===== config.mk =====
export PLATFORM = sky130hd
export DESIGN_NAME = led_display_scheduler
export DESIGN_NICKNAME = d
export VERILOG_FILES = /design/src/rtl/led_display_scheduler.sv
export SDC_FILE = /design/constraint.sdc
export NUM_CORES = 1
export LEC_CHECK = 0
export CELL_PAD_IN_SITES_DETAIL_PLACEMENT = 0
export CELL_PAD_IN_SITES_GLOBAL_PLACEMENT = 1
export CORE_MARGIN = 4
export CORE_UTILIZATION = 32
export CTS_CLUSTER_DIAMETER = 120
export DETAILED_ROUTE_END_ITERATION = 8
export GPL_TIMING_DRIVEN = 0
export PLACE_DENSITY = 0.74
export SYNTH_ARGS = -nofsm -noshare
export SYNTH_HDL_FRONTEND = slang
export SYNTH_SLANG_ARGS = --single-unit

===== constraint.sdc =====
create_clock -name clk -period 2.41 [get_ports clk]
set_input_delay 0.6025 -clock clk [delete_from_list [all_inputs] [get_ports clk]]
set_output_delay 0.6025 -clock clk [all_outputs]
set_load 0.005 [all_outputs]

===== src/rtl/led_display_scheduler.sv =====
// led_display_scheduler
// Time-shares the 8-bit board LED bank between four sources:
//   - a transient configuration notification, held for HOLD_CYCLES cycles
//   - the UART data debug view, selected by a board switch
//   - sticky CM/UART error flags
//   - the reset indicator (8'h80 while rst_n is low)
// A priority FSM (NOTIFY > DATA > ERROR > IDLE) chooses the source.
// Both leds and display_state are registered, so neither has a
// combinational path from any input.
module led_display_scheduler #(
    parameter int HOLD_CYCLES = 1_000_000,
    parameter int HOLD_W      = 24
) (
    input  logic       clk,
    input  logic       rst_n,
    input  logic       UART_data_debug_switch,
    input  logic [7:0] UART_data,
    input  logic       UART_data_valid,
    input  logic [3:0] CM_errors,
    input  logic       CM_errors_valid,
    input  logic [1:0] UART_errors,
    input  logic       UART_errors_valid,
    input  logic [7:0] config_notification,
    input  logic       config_notification_valid,
    input  logic       error_clear,
    output logic [7:0] leds,
    output logic [1:0] display_state
);

    // Display source, encoded exactly as it appears on display_state
    typedef enum logic [1:0] {
        ST_IDLE   = 2'b00,
        ST_ERROR  = 2'b01,
        ST_DATA   = 2'b10,
        ST_NOTIFY = 2'b11
    } state_t;

    // Value loaded into the hold counter when a notification starts. The
    // counter counts down to zero while NOTIFY is shown, so HOLD_CYCLES-1
    // gives exactly HOLD_CYCLES cycles of notification on the LEDs.
    localparam logic [HOLD_W-1:0] HOLD_LOAD = HOLD_W'(HOLD_CYCLES - 1);

    // LED pattern shown while the block is held in reset
    localparam logic [7:0] LEDS_RESET = 8'h80;

    // Switch synchronizer flops
    logic sw_meta_q;
    logic sw_s_q;

    // Latches and counter
    logic [5:0]        err_q,  err_d;
    logic [7:0]        data_q, data_d;
    logic [7:0]        note_q, note_d;
    logic [HOLD_W-1:0] hold_cnt_q, hold_cnt_d;

    // FSM and registered outputs
    state_t     state_q, state_d;
    state_t     base_state;
    logic [7:0] leds_q, leds_d;

    // Two-flop synchronizer for the asynchronous board switch
    always_ff @(posedge clk or negedge rst_n) begin
        if (!rst_n) begin
            sw_meta_q <= 1'b0;
            sw_s_q    <= 1'b0;
        end else begin
            sw_meta_q <= UART_data_debug_switch;
            sw_s_q    <= sw_meta_q;
        end
    end

    // Next values of the sticky error flags and the data/notification latches
    always_comb begin
        err_d = err_q & ~{6{error_clear}};
        if (CM_errors_valid) begin
            err_d = err_d | {2'b00, CM_errors};
        end
        if (UART_errors_valid) begin
            err_d = err_d | {UART_errors, 4'b0000};
        end

        data_d = data_q;
        if (UART_data_valid) begin
            data_d = UART_data;
        end

        note_d = note_q;
        if (config_notification_valid) begin
            note_d = config_notification;
        end
    end

    // Source chosen when no notification is active. The next error value is
    // used so that the state and the LED pattern always agree in the cycle
    // after an error or clear strobe.
    always_comb begin
        base_state = ST_IDLE;
        if (sw_s_q) begin
            base_state = ST_DATA;
        end else if (err_d != 6'd0) begin
            base_state = ST_ERROR;
        end
    end

    // Priority FSM next state and hold counter; a new strobe always restarts
    // the notification, even if one is already being shown
    always_comb begin
        state_d    = base_state;
        hold_cnt_d = hold_cnt_q;
        if (config_notification_valid) begin
            state_d    = ST_NOTIFY;
            hold_cnt_d = HOLD_LOAD;
        end else if (state_q == ST_NOTIFY) begin
            if (hold_cnt_q != '0) begin
                state_d    = ST_NOTIFY;
                hold_cnt_d = hold_cnt_q - 1'b1;
            end
        end
    end

    // LED pattern for the next state, taken from the next latch values so
    // that a strobe shows up on the LEDs one cycle later
    always_comb begin
        leds_d = {1'b0, 1'b1, err_d};
        case (state_d)
            ST_NOTIFY: leds_d = note_d;
            ST_DATA:   leds_d = data_d;
            default:   leds_d = {1'b0, 1'b1, err_d};
        endcase
    end

    // Single state register for FSM, latches, counter and registered outputs
    always_ff @(posedge clk or negedge rst_n) begin
        if (!rst_n) begin
            state_q    <= ST_IDLE;
            leds_q     <= LEDS_RESET;
            err_q      <= '0;
            data_q     <= '0;
            note_q     <= '0;
            hold_cnt_q <= '0;
        end else begin
            state_q    <= state_d;
            leds_q     <= leds_d;
            err_q      <= err_d;
            data_q     <= data_d;
            note_q     <= note_d;
            hold_cnt_q <= hold_cnt_d;
        end
    end

    assign leds          = leds_q;
    assign display_state = state_q;

endmodule


-- Word-level counts from Yosys, hierarchy flattened
Index checks and enable logic that the tools add are counted.
- bits in registers: 58
- input port bits: 30
- logic and storage cells: 34
- add/subtract/negate cells: 1
- eq/ne operators: 3
- multiplexer cells: 13
- bitwise logic cells: 4
- reduce and logical (&&, ||, !) cells: 5
- operators with widths (kind ; count):
    $mux W24 ; 3
    $reduce_bool A24 Y1 ; 1
    $sub A24 B1 Y24 const B ; 1
    $mux W8 ; 2
    $pmux W8 S2 ; 1
    $mux W6 ; 2
    $mux W2 ; 4
    $and A6 B6 Y6 ; 1
    $eq A2 B2 Y1 const B ; 3
    $not A6 Y6 ; 1
    $or A6 B4 Y6 ; 1
    $or A6 B6 Y6 ; 1
    $reduce_bool A6 Y1 ; 1
    $reduce_bool A2 Y1 ; 2
    $reduce_and A2 Y1 ; 1
    $mux W1 ; 1

-- Longest topological paths before layout
Gate-level depths: netlist (run 1).
- depth in word-level cells: 14
- gate-level depth with buffers: 9

-- Worst setup path before layout (run 1)
No wires, ideal clock.
- path type: register to register
- start: reg hold_cnt_q[0]
- end: reg hold_cnt_q[12]
- library setup time: 0.132 ns
- arrival: 2.172 ns
- required time: 2.278 ns
- slack: 0.106 ns
- cell stages (with the launch flop): 10
- path buffers: 2
- period minus slack after synthesis: 2.304 ns
- path through: dfrtp_1 -> inv_1 -> ha_1 -> or3b_1 -> clkbuf_1 -> or4_1 -> buf_2 -> a2111oi_4 -> xnor2_1 -> nor2_1
- word-level cells in the longest chain between the ends: 4
- elaborated cells on any way between the ends: 7
- those cells by class: add/sub: 1; mux: 3; reduce/logical: 3
- RTL lines (item ; line ; source):
    start, declared ; 54 ; logic [HOLD_W-1:0] hold_cnt_q, hold_cnt_d;
    start signal, assigned ; 147 ; hold_cnt_q <= hold_cnt_d;
    $sub A24 B1 Y24 ; 116 ; hold_cnt_d = hold_cnt_q - 1'b1;
    $mux W24 ; 114 ; if (hold_cnt_q != '0) begin
    $mux W24 ; 113 ; end else if (state_q == ST_NOTIFY) begin
    $mux W24 ; 110 ; if (config_notification_valid) begin
Parallel ways exist; a longest one is shown, timed or not. The select of a mux whose other input is x is not followed.
A chain may end at the register's enable or synchronous reset.

-- Worst setup path after layout (run 1)
- start: reg hold_cnt_q[1]
- end: reg hold_cnt_q[22]
Same word-level chain as after synthesis.

==> results of run 1 <==
## power groups by stage
stage	Sequential (mW)	Combinational [mW]	Clock (mW)
global placement	1.06	0.212	0
CTS	1.05	0.220	1.11
detailed placement	1.07	0.218	0
finish	1.05	0.217	1.09
global route	1.05	0.244	1.16
floorplan	1.06	0.0916	0
## stage by stage
stage,power (mW),std cells
5_1_grt,2.452,402
3_5_place_dp,1.284,385
6_report,2.358,402
4_1_cts,2.382,401
2_1_floorplan,1.155,241
3_3_place_gp,1.277,384
## layout make-up
class	instances	area (µm²)	area share (%)
plain buffers	11	62.56	1.773
inverters	9	33.78	0.9574
clock inverters	7	116.4	3.298
clock buffers	9	123.9	3.511
repair buffers	41	410.4	11.63
multi-input cells	162	1197	33.94
flip-flops and latches	58	1453	41.17
well taps	105	131.4	3.723
## repair_timing
action / CTS / global route
pin swaps: 3 / 0
buffers inserted: 1 / 1
resized for setup: 7 / 5
setup endpoints to repair: 19 / 24
## layout by cell type, fill, tap and decap left out, types with 2 or more instances in the layout
cell / instances
sky130_fd_sc_hd__a21oi_1: 18
sky130_fd_sc_hd__o21ai_0: 11
sky130_fd_sc_hd__a2111oi_2: 2
sky130_fd_sc_hd__buf_4: 3
sky130_fd_sc_hd__o41ai_1: 4
sky130_fd_sc_hd__or2_2: 2
sky130_fd_sc_hd__nor2_1: 18
sky130_fd_sc_hd__nand3_1: 2
sky130_fd_sc_hd__nor4_1: 5
sky130_fd_sc_hd__or4_1: 2
sky130_fd_sc_hd__bufinv_16: 3
sky130_fd_sc_hd__clkbuf_1: 5
sky130_fd_sc_hd__clkinv_2: 2
sky130_fd_sc_hd__xnor2_1: 11
sky130_fd_sc_hd__dfrtp_1: 57
sky130_fd_sc_hd__or4_4: 3
sky130_fd_sc_hd__clkbuf_8: 9
sky130_fd_sc_hd__buf_2: 3
sky130_fd_sc_hd__a211oi_1: 4
sky130_fd_sc_hd__mux2i_1: 8
sky130_fd_sc_hd__nor2b_1: 4
sky130_fd_sc_hd__or3_1: 5
sky130_fd_sc_hd__buf_6: 2
sky130_fd_sc_hd__a2111oi_4: 2
sky130_fd_sc_hd__nand2_1: 16
sky130_fd_sc_hd__a31oi_1: 4
sky130_fd_sc_hd__nand3b_1: 2
sky130_fd_sc_hd__mux2_2: 16
sky130_fd_sc_hd__inv_1: 7
sky130_fd_sc_hd__nor3_1: 6
sky130_fd_sc_hd__clkdlybuf4s50_1: 37
## worst max-delay path: cells and delay by family, from the launching register on
| kind | cells | cell delay [ps] |
|---|---|---|
| simple gates | 4 | 1150 |
| flops | 1 | 420 |
| buf+inv | 2 | 260 |
| fa+ha+maj | 1 | 190 |
| xor+xnor | 1 | 150 |
## state kept, by name, summed over array words and instances, names as in the netlist
| name | count |
|---|---|
| data_q | 8 |
| display_state | 2 |
| err_q | 6 |
| hold_cnt_q | 24 |
| leds | 8 |
| note_q | 8 |
| sw_meta_q | 1 |
| sw_s_q | 1 |
## synth_stat cells (all sizes together), types with 8 or more instances
| library cell | count |
|---|---|
| mux2 | 16 |
| a21oi | 19 |
| xnor2 | 11 |
| nor2 | 19 |
| o21ai | 11 |
| dfrtp | 57 |
| nand2 | 16 |
| nor3 | 8 |
| mux2i | 8 |
| inv | 8 |
## per-layer routing
| metal | global-route usage, % | up-vias |
|---|---|---|
| met3 | 2.849 | 10 |
| met4 | 6.943 | 0 |
| met5 | 0 | - |
| li1 | - | 968 |
| met1 | 17.33 | 986 |
| met2 | 20.63 | 39 |
## worst paths after layout
path                                  end  slack, ps  depth (start not counted)
max                        hold_cnt_q[22]         90                          8
min                        hold_cnt_q[12]        220                          1
max reg2reg                hold_cnt_q[22]         90                          8
min reg2reg                        sw_s_q        350                          0
max in group asynchronous         leds[7]       1560                          2
min in group clk                   sw_s_q        350                          0
## cells by family (layout without fill, tap and decap cells)
logic type      after synthesis  count (layout)
compound gates               50              50
xor+xnor                     11              11
fa+ha+maj                     2               2
buf+inv                      21              77
flops                        58              58
mux                          24              24
simple gates                 75              75
==> flow_summary.yaml, run 1 <==
setup_path:
  critical_path_fanouts_max: 6
  cp_data_required_time_ps: 2610
  cp_cell_sequence: "inv_1, ha_2, or3b_4, or4_4, buf_6, nor4b_4, xnor2_1, nor2_1"
  critical_path_arrival_ps: 2520
  max_stage_delay_ps: 430
  startpoint: "hold_cnt_q[1]"
  regToRegStartpoint: "hold_cnt_q[1]"
  critical_path.startpoint_type: "flop"
  timing_worst_setup_path_type: "flop to flop"
  slowest_stage_cell_cp: "sky130_fd_sc_hd__or4_4"
  worstSetupEndpointType: "flop"
sta:
  max_slew.worst_pin.slew_ps: 614.6
  finalCritPeriodShare_pct: 96.17
  final.setup.tns_ps: 0
  finalCriticalPeriod_ps: 2318
  final-hold-violation-count: 0
  timing.final.max_slew_violations: 0
  timing.clock.skew_ps: 8.266
  post-route-worst-setup-slack_ps: 92.40
  hold_slack_ps: 224.3
  setup_viol_count_final: 0
  maxClockFrequency_mhz: 431.5
  max_slew_margin_pct: 59.02
power:
  leakagePower_nw: 1.358
  comb_power_share_pct: 9.2
  switching_portion_of_total_power_pct: 22.21
  vdd.ir_drop.worst_v: 0.0003052
  pwr-share-clk_pct: 46.4
  power.net_switching_mw: 0.5237
  power.internal_mw: 1.834
  seq_power_share_pct: 44.4
  power_density_over_the_cells_nw_per_um2: 668.2
drt:
  avgViaCountPerCell: 4.983
  dr_wl_met2_um: 2995
  drc_violations_left: 0
  drt_iter0_markers: 58
  drt_pre_antenna_iters: 4
  antenna_violating_nets_post_route: 0
  wl_per_cell_um: 15.20
  via_count: 2003
  met1Wirelength_um: 2759
  uppermost_routed_layer: "met4"
  wirelength_um: 6112
  dr_wl_met3_um: 241
place:
  buffer_ports.inserted: 38
  pre_cts_ws_ps: -136.1
  post_dp_hpwl_um: 4273
  placedInstanceArea_um2: 3236
  gp_routability_congestion: 0.7507
layout:
  final_design_area_no_fill_um2: 3528
  area_delta_synth_final_pct: 30.25
  share_of_cells_above_drive_strength_1_pct: 21.21
  final_net_count: 324
  fin_util_pct: 42.94
  diodes: 0
  nFillCells: 786
synthesis:
  combinational_family_with_the_most_area_after_synthesis: "simple AND/OR/NAND/NOR gates"
  synthArstFlopShare_pct: 100.0
  synth_ff_type: "sky130_fd_sc_hd__dfrtp_1"
  synth_enable_flop_cells: 0
  synth.distinct_cells: 44
  synthesis.area_um2: 2709
  mean_area_per_synthesized_cell_um2: 11.24
  synth.area.top_cells: "sky130_fd_sc_hd__dfrtp_1, sky130_fd_sc_hd__mux2_2, sky130_fd_sc_hd__xnor2_1, sky130_fd_sc_hd__a21oi_1, sky130_fd_sc_hd__mux2i_1"
  post_synthesis_share_of_cell_area_spent_on_xor_and_xnor_gates_pct: 3.557
  synth-compound-area-share_pct: 13.30
  synth-simple-area-share_pct: 15.57
  synth-warning-count: 0
  seq_area_frac_synth_pct: 53.63
  synthesis.instances: 241
  synthesis.nets: 273
  postSynthRegisterBits: 58
  synth.mux.area_fraction_pct: 9.607
  synth_top_area_share_pct: 52.66
  post_synth_fa_ha_maj_area_fraction_pct: 0.9238
  netlist.top_cell.by_area: "sky130_fd_sc_hd__dfrtp_1"
clocking:
  cts-buffers-inserted: 9
  cts_htree_levels: 3
  clock_path_buffers: 2
  cts_tree: "done"
  clk_latency_ps: 340
  clkTransAtPathRegs_ps: 70
  cts_root_buf: "sky130_fd_sc_hd__clkbuf_8"
  tritoncts_num_sinks: 58
  cts_hold_buf: 0
grt:
  maximum_number_of_pins_on_one_net_before_global_route_repair: 38
  first_pass_grt_wire_length_um: 10270
  grt_antenna_before_repair: 0
  grt-ovfl-total: 0
  vias_in_the_first_global_route: 2065
  gr-usage-all-layers_pct: 13.25
min_path:
  min-delay-path-class: "input pin to async pin"
floorplan:
  initial_core_util_pct: 32.97
  chipWidth_um: 100.0
  placeableCoreArea_um2: 8217
  io_pins: 40
  core.rowCount: 33
  design.die.area_um2: 10000
  die-height_um: 100.0
outcome:
  status: "complete, no violations"
run:
  maxCapViolations: 0
Power figures use the tool's default switching activity.
==> inputs of run 2 (changes only) <==
- CORE_ASPECT_RATIO: not set -> 0.5
- CORE_UTILIZATION: 32 -> 38
- CTS_CLUSTER_DIAMETER: 120 -> 30
- PLACE_DENSITY: 0.74 -> 0.84
==> flow_summary.yaml, run 2 (synthesized netlist as in run 1, its figures left out) <==
power:
  vdd.ir_drop.worst_v: 0.0003244
  power_density_over_the_cells_nw_per_um2: 710.8
  fin_total_pwr_mw: 2.552
  leakagePower_nw: 1.375
sta:
  final.setup.tns_ps: 0
  finalCritPeriodShare_pct: 96.78
  max_slew_margin_pct: 49.19
  max_slew.worst_pin.slew_ps: 762.1
  setup_viol_count_final: 0
  post-route-worst-setup-slack_ps: 77.65
  finalCriticalPeriod_ps: 2332
  final-hold-violation-count: 0
  timing.clock.skew_ps: 3.281
  timing.final.max_slew_violations: 0
  maxClockFrequency_mhz: 428.8
clocking:
  clock_path_buffers: 2
  cts-buffers-inserted: 9
  tritoncts_num_sinks: 58
  clk_latency_ps: 330
  cts_root_buf: "sky130_fd_sc_hd__clkbuf_16"
  cts_htree_levels: 3
  clkTransAtPathRegs_ps: 50
  cts_tree: "done"
floorplan:
  core.rowCount: 21
  die-height_um: 67.70
  placeableCoreArea_um2: 6805
  design.die.area_um2: 8625
  io_pins: 40
  chipWidth_um: 127.4
  initial_core_util_pct: 39.81
setup_path:
  rrSetupSlack_ps: 80
  critical_path_arrival_ps: 2530
  slowest_stage_cell_cp: "sky130_fd_sc_hd__or4_4"
  cp_data_required_time_ps: 2610
  critical_path_fanouts_max: 6
  worstSetupEndpointType: "flop"
  max_stage_delay_ps: 440
  critical_path.startpoint_type: "flop"
  timing_worst_setup_path_type: "flop to flop"
  cp_cell_sequence: "inv_2, ha_4, or3b_4, or4_4, buf_6, nor4b_2, xnor2_1, nor2_1"
layout:
  area_delta_synth_final_pct: 32.56
  diodes: 0
  fin_util_pct: 52.77
  largest_register_ff_count: 24
  layout.cells.most_common_list: "sky130_fd_sc_hd__dfrtp_1, sky130_fd_sc_hd__clkdlybuf4s50_1, sky130_fd_sc_hd__nor2_1, sky130_fd_sc_hd__a21oi_1"
  instances_no_fill: 390
  most_common_cell_after_layout_fill_and_taps_aside: "sky130_fd_sc_hd__dfrtp_1"
  largest_register_by_flop_count: "hold_cnt_q"
  final_net_count: 325
  share_of_cells_above_drive_strength_1_pct: 21.81
grt:
  grt-ovfl-total: 0
  grt_antenna_before_repair: 0
  gr-usage-all-layers_pct: 15.78
  vias_in_the_first_global_route: 2112
  first_pass_grt_wire_length_um: 10470
  maximum_number_of_pins_on_one_net_before_global_route_repair: 34
drt:
  via_count: 2028
  wl_per_cell_um: 16.41
  drt_pre_antenna_iters: 4
  antenna_violating_nets_post_route: 0
  avgViaCountPerCell: 5.200
  wirelength_um: 6398
  drt_iter0_markers: 133
  drc_violations_left: 0
min_path:
  min-delay-path-class: "input pin to async pin"
place:
  dp.cells: 372
  post_dp_hpwl_um: 4447
  buffer_ports.inserted: 38
  gp_routability_congestion: 0.8203
  pre_cts_ws_ps: -145.4
outcome:
  status: "complete, no violations"
run:
  maxCapViolations: 0
[run 2: cell count changes in the layout (fill, tap and decap cells not counted), moves of 2 or more]
cell	change
sky130_fd_sc_hd__bufinv_16	-2
sky130_fd_sc_hd__clkinvlp_4	+2
sky130_fd_sc_hd__clkbuf_16	+9
sky130_fd_sc_hd__clkbuf_8	-8
[run 2: final timing paths]
| kind | start | to | cells after the start |
|---|---|---|---|
| hold reg to reg | sw_meta_q | sw_s_q | 0 |
| hold / removal | rst_n | data_q[4] | 1 |
| max in group asynchronous | rst_n | hold_cnt_q[9] | 2 |
| setup / recovery | hold_cnt_q[0] | hold_cnt_q[22] | 8 |
| setup reg to reg | hold_cnt_q[0] | hold_cnt_q[22] | 8 |
| min in group clk | sw_meta_q | sw_s_q | 0 |
[run 2: metal layers]
layer  up-vias  wire length, µm  track usage, %  part of all wire (%)
met5         -                0               0                     0
met4         0              106           7.219                   1.7
met3         9              290           4.502                   4.5
met2        39             3108           26.44                    49
met1      1013             2893           19.27                    45
li1        967                -               -                     -
[run 2: stage by stage]
step | hold slack [ps] | cell area (µm²)
2_1_floorplan | 306.9 | 2709
3_3_place_gp | 333.0 | 3204
3_5_place_dp | 341.6 | 3219
4_1_cts | 353.2 | 3537
5_1_grt | 364.5 | 3591
6_report | 342.0 | 3591
[run 2: worst max-delay path, delay by kind of cell, from the launching register on]
kind | cells | cell delay, ps
adders and majority gates | 1 | 150
buffers and inverters | 2 | 270
DFF | 1 | 420
and+or+nand+nor | 4 | 1210
xor gates and xnor gates | 1 | 160
[run 2: power by group]
part           total [mW]  internal, mW  switching, mW  leakage, nW
Clock                1.28         0.826          0.455        0.141
Sequential           1.05          1.03         0.0198        0.669
Combinational       0.220         0.118          0.102        0.565
Total                2.55          1.98          0.577         1.38
[run 2: layout make-up]
| type | count | area, µm² |
|---|---|---|
| Inverter | 9 | 33.78 |
| Clock inverter | 6 | 66.31 |
| Multi-Input combinational cell | 162 | 1204 |
| Clock buffer | 10 | 239.0 |
| Buffer | 11 | 62.56 |
| Sequential cell | 58 | 1453 |
| Tap cell | 92 | 115.1 |
| Timing Repair Buffer | 42 | 417.9 |
| Fill cell | 576 | 3214 |
[run 2: what timing repair did]
action,CTS,global route
hold buffers,0,0
pin swaps,1,2
buffers inserted,1,2
gates resized for setup,5,9
endpoints found under the setup margin,23,27
